### config.mk
export PLATFORM = sky130hd
export DESIGN_NAME = agent_pool
export DESIGN_NICKNAME = d
export VERILOG_FILES = /design/src/rtl/agent_pool.sv
export SDC_FILE = /design/constraint.sdc
export NUM_CORES = 1
export LEC_CHECK = 0
export BUFFER_PORTS_ARGS = -buffer_cell sky130_fd_sc_hd__buf_4
export CAP_MARGIN = 20
export CORE_ASPECT_RATIO = 1.2
export CORE_MARGIN = 3
export CORE_UTILIZATION = 35
export CTS_CLUSTER_DIAMETER = 120
export CTS_CLUSTER_SIZE = 20
export DETAILED_ROUTE_END_ITERATION = 8
export PLACE_DENSITY = 0.58
export REMOVE_ABC_BUFFERS = 1
export SLEW_MARGIN = 10
export SYNTH_ARGS = -nofsm -noshare
export SYNTH_HDL_FRONTEND = slang
export SYNTH_SLANG_ARGS = --single-unit
### constraint.sdc
create_clock -name clk -period 16.7 [get_ports clk]
set_clock_uncertainty 0.2 [all_clocks]
set_input_delay 5.01 -clock clk [delete_from_list [all_inputs] [get_ports clk]]
set_output_delay 5.01 -clock clk [all_outputs]
set_load 0.02 [all_outputs]
### src/rtl/agent_pool.sv
// agent_pool: N_AGENTS stochastic hill-climbing learners sharing one
// exploration LFSR. A reward vector is latched, agents are updated one per
// cycle, and the full action vector is published with a one-cycle done pulse.

// Per-agent learner state: current action, best action, reward baseline.
module agent_lane #(
  parameter int             R_W         = 16,
  parameter int             A_W         = 9,
  parameter int             LR_SHIFT    = 3,
  parameter logic [A_W-1:0] INIT_ACTION = '0
) (
  input  logic           clk,
  input  logic           rst,
  input  logic           en,
  input  logic [R_W-1:0] reward,
  input  logic [A_W-1:0] flip,
  output logic [A_W-1:0] cur_nxt
);
  logic [A_W-1:0]        cur_q, best_q, best_new, cur_new;
  logic [R_W-1:0]        base_q, base_new;
  logic signed [R_W:0]   diff, step;
  logic                  accept;

  // Accept/revert decision, baseline tracking and single-bit exploration.
  always_comb begin
    accept   = reward > base_q;
    best_new = accept ? cur_q : best_q;
    // One extra bit keeps full-scale reward minus zero baseline in range;
    // the shifted step never carries base outside [old base, reward].
    diff     = $signed({1'b0, reward}) - $signed({1'b0, base_q});
    step     = diff >>> LR_SHIFT;
    base_new = base_q + step[R_W-1:0];
    cur_new  = best_new ^ flip;
    cur_nxt  = en ? cur_new : cur_q;
  end

  // Learner state only moves on this lane's processing cycle.
  always_ff @(posedge clk or posedge rst) begin
    if (rst) begin
      cur_q  <= INIT_ACTION;
      best_q <= INIT_ACTION;
      base_q <= '0;
    end else if (en) begin
      cur_q  <= cur_new;
      best_q <= best_new;
      base_q <= base_new;
    end
  end
endmodule

module agent_pool #(
  parameter int             N_AGENTS    = 2,
  parameter int             R_W         = 16,
  parameter int             A_W         = 9,
  parameter int             LR_SHIFT    = 3,
  parameter logic [15:0]    LFSR_SEED   = 16'hACE1,
  parameter logic [A_W-1:0] INIT_ACTION = '0
) (
  input  logic                    clk,
  input  logic                    rst,
  input  logic                    valid_i,
  input  logic [N_AGENTS*R_W-1:0] reward_i,
  output logic [N_AGENTS*A_W-1:0] action_o,
  output logic                    done_o,
  output logic                    busy_o,
  output logic                    drop_o
);
  localparam int KW = (N_AGENTS > 1) ? $clog2(N_AGENTS) : 1;
  localparam logic [KW-1:0]  K_LAST = KW'(N_AGENTS - 1);
  localparam logic [7:0]     AW8    = 8'(A_W);
  localparam logic [A_W-1:0] ONE    = A_W'(1);

  typedef enum logic [1:0] {IDLE, PROC, DONE} state_t;

  state_t                            state_q, state_d;
  logic [KW-1:0]                     k_q;
  logic [15:0]                       lfsr_q, lfsr_nxt;
  logic                              lfsr_fb, last;
  logic [7:0]                        idx;
  logic [A_W-1:0]                    flip;
  logic [N_AGENTS-1:0][R_W-1:0]      rwd_q;
  logic [N_AGENTS-1:0][A_W-1:0]      cur_nxt;

  assign last     = (k_q == K_LAST);
  assign lfsr_fb  = lfsr_q[15] ^ lfsr_q[13] ^ lfsr_q[12] ^ lfsr_q[10];
  assign lfsr_nxt = {lfsr_q[14:0], lfsr_fb};
  assign idx      = lfsr_q[7:0] % AW8;
  assign flip     = ONE << idx;
  assign busy_o   = (state_q != IDLE);

  // One lane per agent; only the lane selected by k updates.
  for (genvar g = 0; g < N_AGENTS; g++) begin : g_lane
    agent_lane #(
      .R_W(R_W), .A_W(A_W), .LR_SHIFT(LR_SHIFT), .INIT_ACTION(INIT_ACTION)
    ) u_lane (
      .clk    (clk),
      .rst    (rst),
      .en     ((state_q == PROC) && (k_q == KW'(g))),
      .reward (rwd_q[g]),
      .flip   (flip),
      .cur_nxt(cur_nxt[g])
    );
  end

  // State register.
  always_ff @(posedge clk or posedge rst) begin
    if (rst) state_q <= IDLE;
    else     state_q <= state_d;
  end

  // Next-state: one accepted vector walks every agent, then a single DONE cycle.
  always_comb begin
    state_d = state_q;
    case (state_q)
      IDLE:    if (valid_i) state_d = PROC;
      PROC:    if (last)    state_d = DONE;
      DONE:    state_d = IDLE;
      default: state_d = IDLE;
    endcase
  end

  // Datapath: reward latch, agent index, LFSR, published actions, pulses.
  always_ff @(posedge clk or posedge rst) begin
    if (rst) begin
      k_q      <= '0;
      lfsr_q   <= LFSR_SEED;
      rwd_q    <= '0;
      action_o <= {N_AGENTS{INIT_ACTION}};
      done_o   <= 1'b0;
      drop_o   <= 1'b0;
    end else begin
      done_o <= (state_q == PROC) && last;
      drop_o <= valid_i && (state_q != IDLE);
      if (state_q == IDLE && valid_i) begin
        rwd_q <= reward_i;
        k_q   <= '0;
      end
      if (state_q == PROC) begin
        lfsr_q <= lfsr_nxt;
        if (!last) k_q <= k_q + KW'(1);
        // cur_nxt carries the last agent's fresh value in this same edge.
        else       action_o <= cur_nxt;
      end
    end
  end
endmodule
==> results.py <==
metrics = {
    "status": {
        "status": "finished, final reports clean",
    },
    "placement": {
        "io_buffer_count": 55,
        "placed_area_sq_mm": 0.0100,
        "dp_hpwl_um": 14300,
        "gp_congestion": 0.814,
        "placed_cells": 1363,
    },
    "global_route": {
        "grt_start_max_net_pins": 81,
        "grt_overflow": 0,
        "grt_usage_pct": 14.3,
        "first_global_vias": 7009,
        "antenna_found_initial": 0,
        "grt_pass1_wl_um": 33900,
    },
    "worst_hold_path": {
        "hp-class": "reg2reg",
    },
    "worst_setup_path": {
        "required_ps": 11490,
        "crit_path_end_kind": "output pin",
        "critPathKind": "reg2out",
        "cp_max_fo": 3,
        "crit_slowest_cell": "dfrtp_1",
        "cpPeakStageDelay_ps": 390,
        "path_cells": "nor2_1, inv_1, buf_4",
        "start_kind": "register",
        "critical_path_arrival_ps": 1270,
    },
    "routing": {
        "ant_nets": 0,
        "wl_met1_um": 9510,
        "routed_wl_um": 19900,
        "wl_per_cell_um": 14.2,
        "route.detailed.drc": 0,
        "wl_met3_um": 437,
        "route.met2.wl_um": 9630,
        "top_layer": "met4",
        "viasPerCell": 5.09,
        "drt_pass1_iterations": 4,
        "dr_total_vias": 7106,
        "drt_iter0_markers": 356,
    },
    "die": {
        "die_x_um": 155,
        "ioPinCount": 56,
        "core_sq_mm": 0.0259,
        "die_h_um": 185,
        "start_util_pct": 36.0,
        "die_area_sq_mm": 0.0286,
        "rows": 64,
    },
    "sta": {
        "max-slew-margin-rel_pct": 40.6,
        "tightest_slew_ps": 892,
        "period_share_pct": 38.8,
        "hold-worst-slack_ps": 257,
        "rsz0062_at_grt": "no",
        "min_period_ps": 6480,
        "finalSetupViolations": 0,
        "finalSetupTns_ps": 0,
        "report.final.slew_viol_count": 0,
        "fmax_ghz": 0.154,
        "hold_viol_final": 0,
    },
    "finish": {
        "stdcell_count": 1395,
        "final_area_sq_mm": 0.0106,
        "nets": 1155,
        "n_antenna_cell": 0,
        "fillCellCount": 2552,
        "final_cell_mix": "140 x nand2_1, 131 x dfrtp_1, 71 x o21ai_0",
        "final_common_cell": "nand2_1",
        "drive_gt1_share_pct": 16.3,
        "syn_to_final_growth_pct": 13.5,
    },
    "logic_synthesis": {
        "async_reset_ff_share_pct": 100,
        "synth_cell_type_count": 84,
        "synth_edf_count": 0,
        "yosysSeqAreaShare_pct": 37.4,
        "synth-seq-cells": 139,
        "synth_ff_type": "dfrtp_1",
        "syn_area_sq_mm": 0.00932,
        "syn_inst": 1013,
        "ys.warnings.count": 0,
        "syn_area_per_cell_sq_um": 9.20,
    },
    "clock_network": {
        "cts_buffers": 17,
        "clockBufferDepth": 2,
        "cts_root_buf": "clkbuf_16",
        "hold_buffers": 0,
        "cts_setup_buffers": 0,
        "worstSkewPairLatency_ps": 430,
        "cts_tree": "built",
        "cts.sink_count": 139,
        "clk_pin_slew_ps": 60,
        "cts_resized": 0,
        "htree_levels": 4,
    },
    "flow_run": {
        "maxCapViolations": 0,
    },
}
[sequential cells by signal, indices dropped and copies added (netlist names)]
signal,cells
rwd_q,32
g_lane.u_lane.cur_q,18
action_o,18
state_q,2
lfsr_q,16
k_q,1
g_lane.u_lane.base_q,32
done_o,1
drop_o,1
g_lane.u_lane.best_q,18
[metrics by stage]
stage,setup slack [ps],utilization [%]
finish,10220,40.9
global route,10150,40.9
CTS,10170,40.9
detailed placement,9930,38.7
global placement,9970,38.7
floorplan,7780,-
[synth_stat cells (all sizes together) (3+ instances only)]
master	instances	area share [%]
o32ai	5	0.83
nand3b	7	0.56
o211a	8	0.86
nor2b	13	0.87
o211ai	4	0.32
xnor2	42	3.9
xor2	19	1.8
nor3b	6	0.54
ha	66	8.9
nand2b	7	0.52
o2111a	3	0.47
nor3	16	0.86
a21o	20	1.6
dfrtp	131	35
or3	5	0.34
nand2	141	5.7
buf	18	0.98
a22oi	3	0.24
a211oi	4	0.38
and3	6	0.40
inv	64	2.6
nand3	20	1.1
nor2	51	2.1
a211o	8	0.75
o22ai	5	0.34
a31oi	9	0.77
a21boi	5	0.40
mux2i	21	2.3
dfstp	8	2.3
or2	8	0.54
o21a	10	0.81
and2	10	0.67
o21ai	90	4.9
a21oi	45	2.5
mux2	49	6.0
o21bai	12	0.97
o31ai	6	0.48
and4	3	0.28
nand4	8	0.54
clkbuf	23	0.93
[final timing paths]
check | startpoint | to | slack, ps | depth (start not counted)
worst max register to register | lfsr_q[3] | g_lane[0].u_lane.cur_q[5] | 11410 | 19
worst min-delay path | lfsr_q[11] | lfsr_q[11] | 260 | 2
max in group asynchronous | rst | rwd_q[28] | 10500 | 3
worst min register to register | lfsr_q[11] | lfsr_q[11] | 260 | 2
min in group asynchronous | rst | rwd_q[5] | 4530 | 2
worst max-delay path | state_q[0] | busy_o | 10220 | 3
[routing by layer]
metal / vias up / GRT usage [%]
met5: - / 0
met2: 69 / 25.1
met4: 0 / 4.35
li1: 3659 / -
met1: 3358 / 18.2
met3: 20 / 2.14
[final cells by class]
type	count	area [sq um]	area share, %
clock inverter	11	96.3	0.911
timing repair buffer	61	458	4.33
inverter	64	245	2.32
clock buffer	21	460	4.35
multi-input combinational	769	5420	51.2
sequential	139	3490	33.0
tap	330	413	3.90
[kinds of logic after synthesis]
family	Yosys count	share of synthesized area [%]
flip-flops	139	37.4
buffers and inverters	105	4.48
AO/OA/AOI/OAI	262	19.3
AND/OR/NAND/NOR	308	15.6
multiplexers	70	8.22
adder cells (fa/ha/maj)	68	9.29
XOR/XNOR	61	5.73
[worst max-delay path: cells and delay by family (launching register included)]
family / cells / cell delay [ps]
AND/OR/NAND/NOR: 1 / 240
buffers and inverters: 2 / 230
flip-flops: 1 / 390
Power is not shown: default switching activity piles up to over one toggle a cycle in this logic, so the estimate is an artifact.
